**src/rtl/mic_frame_writer.sv**
```systemverilog
// Ping-pong frame writer: streams mic samples into a two-bank 512x16 RAM and hands full banks
// to a consumer. Define OVF_CNT_EN to add the saturating dropped-sample counter port ovf_cnt.
module mic_frame_writer #(
  parameter int unsigned FRAME_LEN = 256
) (
  input  logic        clk,
  input  logic        reset,
  input  logic        s_valid,
  input  logic [15:0] s_data,
  output logic        ram_cea,
  output logic [8:0]  ram_ada,
  output logic [15:0] ram_din,
  output logic        frm_valid,
  output logic        frm_bank,
  input  logic        frm_done,
  output logic        ovf,
`ifdef OVF_CNT_EN
  output logic [15:0] ovf_cnt,
`endif
  input  logic        ovf_clr
);

  localparam logic [7:0] LastPtr = 8'(FRAME_LEN - 1);

  typedef enum logic [0:0] {StFill, StStall} state_e;

  state_e      r_state, w_state_nxt;
  logic        r_wr_bank, w_wr_bank_nxt;
  logic [7:0]  r_wr_ptr, w_wr_ptr_nxt;
  logic [1:0]  r_full, w_full_nxt, w_full_clr;

  logic        r_ram_cea;
  logic [8:0]  r_ram_ada;
  logic [15:0] r_ram_din;
  logic        r_frm_valid;
  logic        r_frm_bank;
  logic        r_ovf;

  logic        w_accept;
  logic        w_drop;
  logic        w_last;
  logic        w_release;

  assign w_accept  = s_valid && (r_state == StFill);
  assign w_drop    = s_valid && (r_state == StStall);
  assign w_last    = w_accept && (r_wr_ptr == LastPtr);
  assign w_release = frm_done && r_frm_valid;

  // A release in the same cycle as the last sample counts as already free, so no stall.
  always_comb begin
    w_full_clr    = 2'b00;
    w_state_nxt   = r_state;
    w_wr_bank_nxt = r_wr_bank;
    w_wr_ptr_nxt  = r_wr_ptr;
    if (w_release) begin
      w_full_clr[r_frm_bank] = 1'b1;
    end
    w_full_nxt = r_full & ~w_full_clr;

    unique case (r_state)
      StFill: begin
        if (w_accept) begin
          if (w_last) begin
            w_full_nxt[r_wr_bank] = 1'b1;
            w_wr_ptr_nxt          = 8'd0;
            if (!w_full_nxt[~r_wr_bank]) begin
              w_wr_bank_nxt = ~r_wr_bank;
            end else begin
              w_state_nxt = StStall;
            end
          end else begin
            w_wr_ptr_nxt = r_wr_ptr + 8'd1;
          end
        end
      end
      StStall: begin
        // Toggle together with the release so frm_valid never dips for the just-filled bank.
        if (!w_full_nxt[~r_wr_bank]) begin
          w_wr_bank_nxt = ~r_wr_bank;
          w_wr_ptr_nxt  = 8'd0;
          w_state_nxt   = StFill;
        end
      end
      default: begin
        w_state_nxt = StFill;
      end
    endcase
  end

  always_ff @(posedge clk) begin
    if (reset) begin
      r_state   <= StFill;
      r_wr_bank <= 1'b0;
      r_wr_ptr  <= 8'd0;
      r_full    <= 2'b00;
    end else begin
      r_state   <= w_state_nxt;
      r_wr_bank <= w_wr_bank_nxt;
      r_wr_ptr  <= w_wr_ptr_nxt;
      r_full    <= w_full_nxt;
    end
  end

  always_ff @(posedge clk) begin
    if (reset) begin
      r_ram_cea <= 1'b0;
      r_ram_ada <= 9'd0;
      r_ram_din <= 16'd0;
    end else begin
      r_ram_cea <= w_accept;
      if (w_accept) begin
        r_ram_ada <= {r_wr_bank, r_wr_ptr};
        r_ram_din <= s_data;
      end
    end
  end

  // Sampled from registered state so frm_valid trails the committed RAM write.
  always_ff @(posedge clk) begin
    if (reset) begin
      r_frm_valid <= 1'b0;
      r_frm_bank  <= 1'b1;
    end else begin
      r_frm_valid <= r_full[~r_wr_bank];
      r_frm_bank  <= ~r_wr_bank;
    end
  end

  always_ff @(posedge clk) begin
    if (reset) begin
      r_ovf <= 1'b0;
    end else begin
      r_ovf <= w_drop | (r_ovf & ~ovf_clr);
    end
  end

`ifdef OVF_CNT_EN
  logic [15:0] r_ovf_cnt;

  always_ff @(posedge clk) begin
    if (reset) begin
      r_ovf_cnt <= 16'd0;
    end else if (ovf_clr) begin
      r_ovf_cnt <= {15'd0, w_drop};
    end else if (w_drop && (r_ovf_cnt != 16'hFFFF)) begin
      r_ovf_cnt <= r_ovf_cnt + 16'd1;
    end
  end

  assign ovf_cnt = r_ovf_cnt;
`endif

  assign ram_cea   = r_ram_cea;
  assign ram_ada   = r_ram_ada;
  assign ram_din   = r_ram_din;
  assign frm_valid = r_frm_valid;
  assign frm_bank  = r_frm_bank;
  assign ovf       = r_ovf;

endmodule
```
**config.mk**
```make
export PLATFORM = sky130hd
export DESIGN_NAME = mic_frame_writer
export DESIGN_NICKNAME = d
export VERILOG_FILES = /design/src/rtl/mic_frame_writer.sv
export SDC_FILE = /design/constraint.sdc
export NUM_CORES = 1
export LEC_CHECK = 0
export BUFFER_PORTS_ARGS = -buffer_cell sky130_fd_sc_hd__buf_4
export CAP_MARGIN = 20
export CORE_MARGIN = 2
export CORE_UTILIZATION = 50
export DETAILED_ROUTE_END_ITERATION = 7
export PLACE_DENSITY = 0.88
export RECOVER_POWER = 25
export REMOVE_ABC_BUFFERS = 1
export SYNTH_ARGS = -nofsm -noshare
export SYNTH_HDL_FRONTEND = slang
export SYNTH_SLANG_ARGS = --single-unit
```
**constraint.sdc**
```tcl
create_clock -name clk -period 2 [get_ports clk]
set_input_delay 0.3 -clock clk [delete_from_list [all_inputs] [get_ports clk]]
set_output_delay 0.3 -clock clk [all_outputs]
set_load 0.02 [all_outputs]
```
==> impl_table.tex <==
\begin{tabular}{lr}
\hline
Metric & Value \\
\hline
\multicolumn{2}{l}{\textbf{Status}} \\
Status & completed \\
\multicolumn{2}{l}{\textbf{GRT}} \\
Maximum number of pins on one net before global-route repair & 45 \\
Initial antenna violation count & 0 \\
Vias in the first global route & 1319 \\
Remaining global-route overflow & 0 \\
Global routing usage summed across all routing layers & 20.58\% \\
Wire length of the first global-routing pass & 5.720 mm \\
\multicolumn{2}{l}{\textbf{Placement}} \\
Detailed placement HPWL & 2.379 mm \\
Pre-CTS setup slack & 0.4087 ns \\
Total placed instance area & 2013 sq um \\
Port Buffer Count & 49 \\
Routability Congestion & 0.8817 \\
\multicolumn{2}{l}{\textbf{Clocking}} \\
TritonCTS clock tree & done \\
Post-CTS resize count & 0 \\
Setup bufs post-CTS & 0 \\
Maximum clock path buffer count & 2 \\
Number of CTS-inserted buffers & 5 \\
Post-CTS clock slew at the launch and capture registers of the worst setup and hold paths & 0.12 ns \\
Cts hold-fix bufs & 0 \\
H-tree Lvls & 2 \\
Insertion delay to the later sink of the worst-skew pair & 0.35 ns \\
Clock net sink count & 41 \\
Clock tree root buffer cell & clkbuf\_4 \\
\multicolumn{2}{l}{\textbf{Synthesis}} \\
Area share of and/or/nand/nor cells after synthesis & 28.05\% \\
Top post-synthesis cells by area & dfxtp\_1 (51\%), nand2\_1 (13\%), a21oi\_1 (9.6\%), nand2b\_1 (2.7\%), buf\_2 (1.9\%) \\
Share of the synthesized netlist area taken by xor and xnor gates & 0\% \\
Proportion of synthesized chip area in sequential cells & 50.70\% \\
Yosys top cell by area & dfxtp\_1 \\
Count of flip-flops with a built-in enable after synthesis & 0 \\
Average size of a mapped cell & 8.177 sq um \\
Distinct cell type count of the synthesized netlist & 35 \\
Synth warn & 0 \\
Most used flip-flop cell after synthesis & dfxtp\_1 \\
Flip-flop and latch count after synthesis & 41 \\
Share of the synthesized area in compound gates (AO/OA/AOI/OAI) & 16.69\% \\
Share of the synthesized area in the top cell type & 50.70\% \\
Most numerous cell types in the synthesized netlist & nand2\_1 (58), dfxtp\_1 (41), a21oi\_1 (31) \\
Synthesized instance count & 198 \\
Post-synth design cell area & 1619 sq um \\
Multiplexer share of the synthesized area & 0\% \\
Area share of fa/ha/maj cells after synthesis & 0.7728\% \\
Combinational family with the most area after synthesis & simple AND/OR/NAND/NOR gates \\
Leading cell type by number of instances after synthesis & nand2\_1 \\
Proportion of register bits with asynchronous set or reset after synthesis & 0\% \\
\multicolumn{2}{l}{\textbf{Hold path}} \\
Classification of the worst-slack hold path & primary input to flip-flop \\
\multicolumn{2}{l}{\textbf{STA}} \\
Actual slew at the worst max-slew pin & 0.4328 ns \\
Endpoints failing hold & 0 \\
Setup TNS & 0 ns \\
Max frequency & 606.8 MHz \\
Relative max-transition margin & 71.02\% \\
Tightest hold margin & 0.1802 ns \\
Clk\_skew & 0.009727 ns \\
Setup-failing EPs final & 0 \\
Final count of pins violating max slew & 0 \\
Setup ws final & 0.3519 ns \\
Part of the cycle the worst path needs & 82.40\% \\
Post-layout min period & 1.648 ns \\
Unrepaired setup endpoints after global routing & false \\
\multicolumn{2}{l}{\textbf{Run}} \\
Maximum Capacitance Violations & 0 \\
\multicolumn{2}{l}{\textbf{Die}} \\
Die height & 60.91 um \\
Die Width & 60.91 um \\
Floorplan Core Area & 3078 sq um \\
Number of placed I/O pins & 50 \\
Initial core utilization & 52.60\% \\
Standard-cell row count & 20 \\
Overall die area & 3709 sq um \\
\multicolumn{2}{l}{\textbf{Route}} \\
Overall via count from detail\_route & 1495 \\
Routed length per placed instance & 12.05 um \\
Routed wire length & 3.471 mm \\
Number of detailed-route iterations in the first pass & 4 \\
Antenna-violating nets left & 0 \\
First DRT Iteration DRCs & 89 \\
Number of vias per cell & 5.191 \\
Residual DRC count & 0 \\
\multicolumn{2}{l}{\textbf{Cells and area}} \\
Antenna Cells & 0 \\
Number of nets in the layout & 266 \\
Fraction of layout instances using a drive strength above 1 & 20.08\% \\
Area used by multi-input combinational logic & 739.5 sq um \\
Final standard cell area without fillers & 2019 sq um \\
FILL cells & 290 \\
Area growth from synthesis to final layout & 24.73\% \\
Combined flip-flop and latch cell area & 820.8 sq um \\
\multicolumn{2}{l}{\textbf{Power}} \\
Max IR drop VDD & 0.4885 mV \\
P\_leak & 0.7912 nW \\
Design Power & 1.420 mW \\
Pwr Density & 703.1 nW/um\^{}2 \\
\multicolumn{2}{l}{\textbf{Worst setup path}} \\
Reg-to-reg setup timing slack & 0.35 ns \\
Setup CP Type & flip-flop to flip-flop \\
Critical path peak fanout & 7 \\
CP Data Required Time & 2.28 ns \\
Nature of the critical path endpoint & flip-flop \\
CP Data Arrival Time & 1.93 ns \\
CP Launch Type & flip-flop \\
\hline
\end{tabular}
-- placed cells by master (no fill, tap or decap), types with 2 or more instances in the layout --
| master | n |
|---|---|
| clkbuf_1 | 14 |
| a21oi_1 | 31 |
| a311oi_1 | 3 |
| dfxtp_1 | 41 |
| nand4_1 | 2 |
| a22oi_1 | 2 |
| clkbuf_4 | 5 |
| or3_1 | 3 |
| nor2_1 | 7 |
| nand3_1 | 3 |
| nand4b_1 | 2 |
| nand3b_1 | 3 |
| buf_4 | 39 |
| nand2_1 | 58 |
| o221ai_1 | 2 |
| nand2b_1 | 7 |
-- flip-flops by register name, summed over array words and instances (netlist names) --
name / flops
frm_bank: 1
r_full: 2
frm_valid: 1
r_state: 1
ram_din: 16
ovf: 1
ram_cea: 1
r_wr_bank: 1
r_wr_ptr: 8
ram_ada: 9
-- metrics by stage --
| stage | util (%) | cells |
|---|---|---|
| 2_1_floorplan | - | 184 |
| 3_3_place_gp | 65.41 | 281 |
| 3_5_place_dp | 65.41 | 281 |
| 4_1_cts | 67.32 | 288 |
| 5_1_grt | 65.61 | 288 |
| 6_report | 65.61 | 288 |
-- cell families after synthesis --
family                     after synthesis
and+or+nand+nor                         96
AOI/OAI and AO/OA                       46
DFF                                     41
buffers and inverters                   14
adders and majority gates                1
-- final cells by class --
| type | instances | area share [%] |
|---|---|---|
| Sequential cell | 41 | 40.64 |
| Clock inverter | 1 | 0.3717 |
| Tap cell | 44 | 2.726 |
| Timing Repair Buffer | 53 | 17.10 |
| Multi-Input combinational cell | 143 | 36.62 |
| Clock buffer | 6 | 2.540 |
-- per-layer routing --
| metal | wire (um) | vias to the layer above | global-route usage [%] |
|---|---|---|---|
| met1 | 1613 | 667 | 25.76 |
| met4 | 40 | 0 | 9.006 |
| met3 | 192 | 6 | 6.397 |
| met2 | 1624 | 46 | 32.72 |
| met5 | 0 | - | 0 |
| li1 | - | 776 | - |
-- path summary, 6_finish.rpt --
check / startpoint / end / cells after the start
min: s_data[15] / ram_din[15] / 3
max: r_wr_ptr[0] / r_full[0] / 5
min reg2reg: ram_ada[6] / ram_ada[6] / 2
max reg2reg: r_wr_ptr[0] / r_full[0] / 5
-- power by group --
part           total [mW]  internal, mW  switching [mW]
Sequential          0.854         0.839          0.0143
Combinational       0.150        0.0648          0.0847
Clock               0.416         0.165           0.252
-- critical path, stage by stage, from the launching register on --
cell	delay, ns
dfxtp_1	0.46
ha_1	0.28
nand3_1	0.11
or2_1	0.28
or3_1	0.32
a21oi_1	0.15
No activity file was read; power rests on OpenSTA's default activity.
